## config.mk

```make
export PLATFORM = sky130hd
export DESIGN_NAME = register_file_sb
export DESIGN_NICKNAME = d
export VERILOG_FILES = /design/src/rtl/register_file_sb_pkg.sv /design/src/rtl/register_file_sb_reg_scoreboard.sv /design/src/rtl/register_file_sb.sv
export SDC_FILE = /design/constraint.sdc
export NUM_CORES = 2
export LEC_CHECK = 0
export CAP_MARGIN = 20
export CELL_PAD_IN_SITES_DETAIL_PLACEMENT = 0
export CELL_PAD_IN_SITES_GLOBAL_PLACEMENT = 1
export CORE_UTILIZATION = 48
export CTS_CLUSTER_DIAMETER = 60
export DETAILED_ROUTE_END_ITERATION = 6
export GPL_TIMING_DRIVEN = 0
export PLACE_DENSITY_LB_ADDON = 0.1
export SYNTH_ARGS = -nofsm -noshare
export SYNTH_HDL_FRONTEND = slang
export SYNTH_HIERARCHICAL = 1
export SYNTH_SLANG_ARGS = --single-unit
```

## constraint.sdc

```tcl
create_clock -name clk -period 3.21 [get_ports clk]
set_clock_uncertainty 0.2 [all_clocks]
set_input_delay 0.8025 -clock clk [delete_from_list [all_inputs] [get_ports clk]]
set_output_delay 0.8025 -clock clk [all_outputs]
set_load 0.01 [all_outputs]
```

## src/rtl/register_file_sb_pkg.sv

```systemverilog
// ----------------------------------------------------------------------------
// register_file_sb_pkg
// Shared defaults for the MIPS register file datapath. The register file, the
// A/B operand pipeline register and the pipeline controller all import this
// package so their widths and the $zero index stay in agreement.
//   DATA_WIDTH_DEF : default register / data-port width
//   ADDR_WIDTH_DEF : default register address width (32 registers)
//   REG_ZERO       : index of the hardwired $zero register
// ----------------------------------------------------------------------------
package register_file_sb_pkg;

    localparam int DATA_WIDTH_DEF = 32;
    localparam int ADDR_WIDTH_DEF = 5;
    localparam int REG_ZERO       = 0;

endpackage

```

## src/rtl/register_file_sb_reg_scoreboard.sv

```systemverilog
// ----------------------------------------------------------------------------
// reg_scoreboard
// Pending-write scoreboard: one busy bit per architectural register. An issuing
// instruction marks its destination busy; the matching write-back clears it.
// The lookup side reports whether either read operand still waits on a
// producer that has not written back in this cycle.
// Ports:
//   clk, rst          : clock (rising edge) and async active-low reset
//   ena               : global enable; busy bits hold when low
//   wr_ena, wr_addr   : write-back strobe and destination (clears busy)
//   alloc_ena, alloc_addr : issue strobe and destination (sets busy)
//   addr_a, addr_b    : operand addresses to look up
//   busy_a, busy_b    : operand still has an unsatisfied pending write
// ----------------------------------------------------------------------------
module reg_scoreboard
    import register_file_sb_pkg::*;
#(
    parameter int ADDR_WIDTH = ADDR_WIDTH_DEF
) (
    input  logic                  clk,
    input  logic                  rst,
    input  logic                  ena,
    input  logic                  wr_ena,
    input  logic [ADDR_WIDTH-1:0] wr_addr,
    input  logic                  alloc_ena,
    input  logic [ADDR_WIDTH-1:0] alloc_addr,
    input  logic [ADDR_WIDTH-1:0] addr_a,
    input  logic [ADDR_WIDTH-1:0] addr_b,
    output logic                  busy_a,
    output logic                  busy_b
);

    localparam int NUM_REGS = 2 ** ADDR_WIDTH;
    localparam logic [ADDR_WIDTH-1:0] ZERO_ADDR = ADDR_WIDTH'(REG_ZERO);

    logic [NUM_REGS-1:0] busy;
    logic [NUM_REGS-1:0] busy_next;
    logic                wr_live;

    // A write-back only counts as resolving a hazard when it will actually
    // commit this cycle, which is also exactly when the bypass path is live.
    assign wr_live = rst & ena & wr_ena;

    // Clear first, then set, so that a fresh allocation issued in the same
    // cycle as the previous producer's write-back keeps the register busy.
    // $zero can never be pending, so its bit is forced low last.
    always_comb begin
        busy_next = busy;
        if (wr_ena)
            busy_next[wr_addr] = 1'b0;
        if (alloc_ena)
            busy_next[alloc_addr] = 1'b1;
        busy_next[REG_ZERO] = 1'b0;
    end

    // Busy bits only move while the pipeline is enabled; reset discards
    // every outstanding allocation.
    always_ff @(posedge clk or negedge rst) begin
        if (!rst)
            busy <= '0;
        else if (ena)
            busy <= busy_next;
    end

    // An operand is only a hazard if its producer is still pending and is not
    // being written back right now (that value reaches the reader through the
    // bypass instead).
    always_comb begin
        busy_a = busy[addr_a] & ~(wr_live & (wr_addr == addr_a)) & (addr_a != ZERO_ADDR);
        busy_b = busy[addr_b] & ~(wr_live & (wr_addr == addr_b)) & (addr_b != ZERO_ADDR);
    end

endmodule

```

## src/rtl/register_file_sb.sv

```systemverilog
// ----------------------------------------------------------------------------
// register_file_sb
// 32-entry MIPS general-purpose register file with two combinational read
// ports feeding the A/B operand register, one synchronous write-back port,
// write-to-read bypass, hardwired $zero and a pending-write scoreboard whose
// stall output is consumed by the pipeline controller.
// Ports:
//   clk, rst              : clock (rising edge) and async active-low reset
//   ena                   : global enable; no state changes when low
//   addr_a/addr_b         : read addresses (rs / rt)
//   data_a/data_b         : read data towards dA / dB of the operand register
//   wr_ena/wr_addr/wr_data: write-back strobe, destination and value
//   alloc_ena/alloc_addr  : issue strobe marking a destination pending
//   busy_a/busy_b         : operand waits on an unsatisfied pending write
//   stall                 : busy_a | busy_b
// ----------------------------------------------------------------------------
module register_file_sb
    import register_file_sb_pkg::*;
#(
    parameter int DATA_WIDTH = DATA_WIDTH_DEF,
    parameter int ADDR_WIDTH = ADDR_WIDTH_DEF
) (
    input  logic                  clk,
    input  logic                  rst,
    input  logic                  ena,
    input  logic [ADDR_WIDTH-1:0] addr_a,
    input  logic [ADDR_WIDTH-1:0] addr_b,
    output logic [DATA_WIDTH-1:0] data_a,
    output logic [DATA_WIDTH-1:0] data_b,
    input  logic                  wr_ena,
    input  logic [ADDR_WIDTH-1:0] wr_addr,
    input  logic [DATA_WIDTH-1:0] wr_data,
    input  logic                  alloc_ena,
    input  logic [ADDR_WIDTH-1:0] alloc_addr,
    output logic                  busy_a,
    output logic                  busy_b,
    output logic                  stall
);

    localparam int NUM_REGS = 2 ** ADDR_WIDTH;
    localparam logic [ADDR_WIDTH-1:0] ZERO_ADDR = ADDR_WIDTH'(REG_ZERO);

    logic [DATA_WIDTH-1:0] regs [NUM_REGS];
    logic                  wr_live;

    // The bypass is gated by reset as well as enable so that the read ports
    // show zero for the whole time reset is held, whatever the inputs do.
    assign wr_live = rst & ena & wr_ena;

    // Storage array. Entry 0 is never written, so it stays at the reset value
    // and reads of $zero are forced to zero on the read side as well.
    always_ff @(posedge clk or negedge rst) begin
        if (!rst) begin
            for (int i = 0; i < NUM_REGS; i++)
                regs[i] <= '0;
        end else if (ena && wr_ena && (wr_addr != ZERO_ADDR)) begin
            regs[wr_addr] <= wr_data;
        end
    end

    // Read ports: $zero first, then the value being written back this cycle,
    // then the stored value.
    always_comb begin
        data_a = regs[addr_a];
        if (addr_a == ZERO_ADDR)
            data_a = '0;
        else if (wr_live && (wr_addr == addr_a))
            data_a = wr_data;

        data_b = regs[addr_b];
        if (addr_b == ZERO_ADDR)
            data_b = '0;
        else if (wr_live && (wr_addr == addr_b))
            data_b = wr_data;
    end

    reg_scoreboard #(
        .ADDR_WIDTH (ADDR_WIDTH)
    ) u_scoreboard (
        .clk        (clk),
        .rst        (rst),
        .ena        (ena),
        .wr_ena     (wr_ena),
        .wr_addr    (wr_addr),
        .alloc_ena  (alloc_ena),
        .alloc_addr (alloc_addr),
        .addr_a     (addr_a),
        .addr_b     (addr_b),
        .busy_a     (busy_a),
        .busy_b     (busy_b)
    );

    assign stall = busy_a | busy_b;

endmodule

```

# After elaboration in Yosys (flattened, before gate mapping)
# Cells that the tools add are included.
# W data, S select, Z words.
dict set report classes {
  n_reduce_logical 12
  order_cmp 10
  n_eq_ne 2
  mux 23
  bitwise 17
}
# operator n
set op_table {}
lappend op_table {{$bwmux W1024} 1}
lappend op_table {{$mux W32} 11}
lappend op_table {{$bmux W32 S5} 2}
lappend op_table {{$demux W32 S5} 1}
lappend op_table {{$and A32 B32 Y32} 1}
lappend op_table {{$not A32 Y32} 1}
lappend op_table {{$or A32 B32 Y32} 1}
lappend op_table {{$lt A5 B6 Y1 const B} 4}
lappend op_table {{$ge A6 B6 Y1 const B} 3}
lappend op_table {{$not A5 Y6} 3}
lappend op_table {{$reduce_bool A5 Y1} 3}
lappend op_table {{$bmux W1 S5} 2}
lappend op_table {{$demux W1 S5} 2}
lappend op_table {{$eq A5 B5 Y1} 2}
lappend op_table {{$ge A5 B1 Y1 const B} 2}
lappend op_table {{$logic_not A5 Y1} 2}
lappend op_table {{$and A1 B1 Y1} 8}
lappend op_table {{$logic_and A1 B1 Y1} 7}
lappend op_table {{$lt A6 B1 Y1 const B} 1}
lappend op_table {{$mux W1} 4}
lappend op_table {{$not A1 Y1} 2}
lappend op_table {{$or A1 B1 Y1} 1}
dict set report word_totals {
  regBits 1055
  out_inout_bits 67
  elab_cells 97
}

# Depth between registers and ports, before layout
dict set report logic_depth {
  ltp_word 9
  mapped_depth 9
}

# Cells and area by module
# The synthesis kept the hierarchy.
# mod seq_area_each_um2 n_inst area_each_um2 cells_per_inst
set modules_own_cells {}
lappend modules_own_cells {register_file_sb 25624.6 1 55381.9 3842}
lappend modules_own_cells {reg_scoreboard 775.7 1 2029.4 196}

# Least setup slack after synthesis
# OpenSTA, ideal clock, no wires.
dict set report synth_timing {
  path_type {input port to output port}
  start {input addr_a[0]}
  end {output data_a[28]}
  arrival_time_ps 2476
  stages 7
  setup_slack_ps -268
  n_path_buf 3
  required_time_ps 2207
  path_cell_list {buf_6 buf_6 buf_2 mux4_2 a22oi_1 a21oi_1 a211o_1}
}
dict set report synth_between {
  elab_chain_cells 6
  elab_cells_between_ends 9
  classes_between {1 x eq/ne; 5 x mux; 1 x bitwise; 2 x reduce/logical}
}
# element line_no
set synth_rtl {}
lappend synth_rtl {{start, declared} register_file_sb.sv:26} ;# input logic [ADDR_WIDTH-1:0] addr_a,
lappend synth_rtl {{$not A5 Y6 (implied by the code)} register_file_sb.sv:64} ;# data_a = regs[addr_a];
lappend synth_rtl {{$bmux W32 S5} register_file_sb.sv:64}
lappend synth_rtl {{$mux W32 (implied by the code) (2 in series)} register_file_sb.sv:64}
lappend synth_rtl {{$mux W32} register_file_sb.sv:67} ;# else if (wr_live && (wr_addr == addr_a))
lappend synth_rtl {{$mux W32 *} register_file_sb.sv:65} ;# if (addr_a == ZERO_ADDR)
lappend synth_rtl {{end, declared} register_file_sb.sv:28} ;# output logic [DATA_WIDTH-1:0] data_a,
# Every way passes the cells marked *; elsewhere a longest branch is shown, timed or not. The select of a mux whose other input is x is not followed.

# Final worst setup path
dict set report layout_timing {
  start {input addr_b[2]}
  end {output data_b[27]}
}
dict set report layout_between {
  elab_chain_cells 6
  elab_cells_between_ends 9
  classes_between {1 x eq/ne; 5 x mux; 1 x bitwise; 2 x reduce/logical}
}
# element line_no
set layout_rtl {}
lappend layout_rtl {{start, declared} register_file_sb.sv:27} ;# input logic [ADDR_WIDTH-1:0] addr_b,
lappend layout_rtl {{$not A5 Y6 (implied by the code)} register_file_sb.sv:70} ;# data_b = regs[addr_b];
lappend layout_rtl {{$bmux W32 S5} register_file_sb.sv:70}
lappend layout_rtl {{$mux W32 (implied by the code) (2 in series)} register_file_sb.sv:70}
lappend layout_rtl {{$mux W32} register_file_sb.sv:73} ;# else if (wr_live && (wr_addr == addr_b))
lappend layout_rtl {{$mux W32 *} register_file_sb.sv:71} ;# if (addr_b == ZERO_ADDR)
lappend layout_rtl {{end, declared} register_file_sb.sv:29} ;# output logic [DATA_WIDTH-1:0] data_b,
# Marked as above.

==> results by group <==
Synthesis
  – Synth Area in Compound Gates: 0.06499
  – Synthesis warning total: 6
  – Mapped Cells: 4038
  – Largest cells by area after synthesis: dfrtp_1, mux2_2, mux4_2
  – Mapped Nets: 4095
  – Mapped Area: 57410 um^2
  – Synth Area in XOR/XNOR: 0.003051
  – Post-synthesis mux area share: 0.4027
  – Synth cell count leaders: dfrtp_1, mux2_2, mux4_2
  – Main flop type after synthesis: dfrtp_1
  – Post-synth top area share: 0.4598
  – Most frequent cell after synthesis: dfrtp_1
  – Largest family of logic cells by synthesized area: multiplexers
  – Post-Synth Simple-Gate Area: 0.02790
  – Synth Area in Adders: 0
  – Synthesized area per cell: roughly 14 um^2
  – Register bit total from synthesis: 1055
  – Distinct cell type count after synthesis: 69
  – Synth area leader: dfrtp_1
  – Async set or reset register ratio after synthesis: 1.000
  – Post-synthesis sequential area ratio: 0.4598
  – Post-synth EDFFs: 0

Floorplan
  – Initial Utilization: 0.4849
  – Die width: 347.8 um
  – Area of the die: 121000 um^2
  – Die height: between 300 and 400 um
  – IO Count: 124
  – Core Region: 118400 um^2
  – FP Rows: 126

Timing
  – Fin crit share: 1.234
  – Max-slew violations: 0
  – Fmax: approximately 250 MHz
  – Fin. Hold Viols: 0
  – Measured slew at the worst slew-check pin: 1.271 ns
  – Min Hold Slack: ~0.13 ns
  – Unrepaired setup endpoints after global routing: true
  – Minimum clock period: approximately 4.0 ns
  – PnR worst setup slack: -0.7501 ns
  – Final setup fails: 72
  – Rel. slew slack: 0.1528

Worst setup path
  – Critical path origin: addr_b[2]
  – Critical path destination: data_b[27]
  – CP max-delay cell: clkbuf_4
  – Crit-path cells: buf_6 -> buf_12 -> buf_12 -> nor2_4 -> buf_6 -> clkbuf_4 -> buf_8 -> a22oi_1 -> a21oi_1 -> a22oi_2 -> nand2_2 -> buf_6
  – CP Launch Type: input pin
  – Reg-to-reg critical path endpoint: regs[981]
  – Buf/Inv on CP: 7
  – Worst path depth: 12
  – WP data arrival: ~3 ns
  – Kind of critical path: in -> out
  – Cell repeated most along the worst path: buf_6
  – Delay-heaviest family, CP: buffers and inverters
  – Worst Reg2Reg Path Length in Cells: 1
  – Setup crit end kind: primary output
  – Worst path required time: ~2.2 ns
  – R2r setup slk: around 2.2 ns
  – Worst r2r src: regs[981]
  – Worst-path fanout max: 10
  – Crit-path max cell delay: 0.28 ns

Clock network
  – CTS buffer count: 135
  – Clk_lat worst skew: 0.77 ns
  – H-Tree Depth: 4
  – Clk sink count: around 1100
  – Worst-path clk slew: 0.06 ns
  – Clock tree buffer depth: 3
  – Root Buffer: clkbuf_16
  – CTS tree: yes

Drt
  – Post-Route WL: 289900 um
  – Antenna Nets Post-Route: 0
  – Vias: 46460
  – WL per Instance: 45.29 um
  – Iter 0 DRT Violations: 6609
  – First-pass detailed-route iteration total: 7
  – DRC Markers: 1
  – Number of vias per cell: roughly 7.3

Power
  – VDD IR max: 0.6604 mV
  – Lkg Pwr: 33.48 nW
  – Pwr dens: roughly 540 nW/um^2

Global routing
  – Largest net degree at the start of global routing: 170
  – Vias in the first global route: 44600
  – GR Util All Layers: 0.4775
  – Grt total ovfl: 0
  – First-pass GRT wire length: 385800 um
  – Initial antenna violation count: 11

Placement
  – Final Wtd Congestion: 1.089
  – Placed Cells: 5809
  – Number of buffers added on ports: approximately 120
  – Pre-CTS setup slack: -3.983 ns
  – Post-DP HPWL: 186800 um

Status
  – Status: complete, but fails checks
  – Violations in the final reports: DRC, setup timing

Finish
  – Layout cells sized above 1: 0.5708
  – Non-filler instance count after layout: 6401
  – Nets: 4753
  – Layout area overhead: 31.40%

Min path
  – Worst hold path type: in -> async

Job
  – Max-cap violation count: 0
==> tightest hold or removal path, stage by stage <==
cell	delay, ns
buf_16	0.08
buf_16	0.13
buf_8	0.15
buf_4	0.32
==> logic make-up (layout without fill, tap and decap cells) <==
family	Yosys count	in the layout
multiplexers	1670	1670
flip-flops	1055	1055
AO/OA/AOI/OAI	531	531
buffers and inverters	459	1216
AND/OR/NAND/NOR	303	303
XOR/XNOR	20	20
other	0	6
==> how the worst min path moves through the flow <==
stage,endpoint,startpoint
global placement,regs[1021],regs[1021]
floorplan,regs[1002],regs[1002]
detailed placement,regs[1008],regs[1008]
CTS,regs[306],rst
finish,u_scoreboard/busy[31],rst
global route,u_scoreboard/busy[31],rst
==> registers in the layout, summed over array words and instances, names as in the netlist <==
signal and flops:
regs 1024, u_scoreboard/busy 31
==> layout by cell type, fill, tap and decap left out, types with 56 or more instances in the layout <==
cell       count
buf_2        103
o21ai_0       73
nand2_1       56
a221oi_2      57
buf_12       129
clkbuf_1     174
clkbuf_16    175
mux4_2       407
mux2i_1      205
dfrtp_1     1055
buf_6         86
buf_4        186
mux2_2      1008
buf_16        84
buf_8         64
==> routing by layer <==
layer | part of all wire | wire length (um) | vias up | track usage
li1 | - | - | 17030 | -
met5 | 0.0017 | 491 | - | 0.01521
met1 | 0.35 | 102700 | 24410 | 0.5965
met2 | 0.40 | 115500 | 3877 | 0.6365
met3 | 0.16 | 45050 | 1121 | 0.2317
met4 | 0.090 | 26110 | 27 | 0.3471
==> power breakdown <==
part           total (W)  leakage, nW  internal, W  switching [W]
clock network     0.0157         2.20      0.00930        0.00637
logic            0.00896         17.2      0.00461        0.00436
registers         0.0165         14.0       0.0151        0.00140
total             0.0411         33.5       0.0290         0.0121
==> stage by stage <==
stage / area [um^2] / utilization / power (W) / setup TNS [ns]
2_1_floorplan: 58010 / - / 0.02073 / -5.370
3_3_place_gp: 61190 / 0.5169 / 0.02348 / -
3_5_place_dp: 62210 / 0.5254 / 0.02373 / -982.44
4_1_cts: 73980 / 0.6249 / 0.04029 / -39.88
5_1_grt: 75420 / 0.6371 / 0.04192 / -42.06
6_report: 75440 / 0.6372 / 0.04109 / -41.67
==> cell type report <==
class                           count  area [um^2]
Antenna cell                        6        15.01
Buffer                            439         4870
Sequential cell                  1055        26400
Fill cell                        8867        42960
Tap cell                         1600         2002
Clock buffer                      198         4045
Clock inverter                     38        449.2
Inverter                            7        37.54
Multi-Input combinational cell   2524        30970
Timing Repair Buffer              534         6650
==> timing repair <==
item / in CTS / in global routing
hold buffers: 6 / 0
setup buffers: 266 / 73
setup endpoints to repair: 433 / 77
pin swaps: 164 / 122
resized for setup: 1270 / 211
cloned: 25 / 3
hold endpoints to repair: 122 / 0
(Power assumes the default switching activity.)
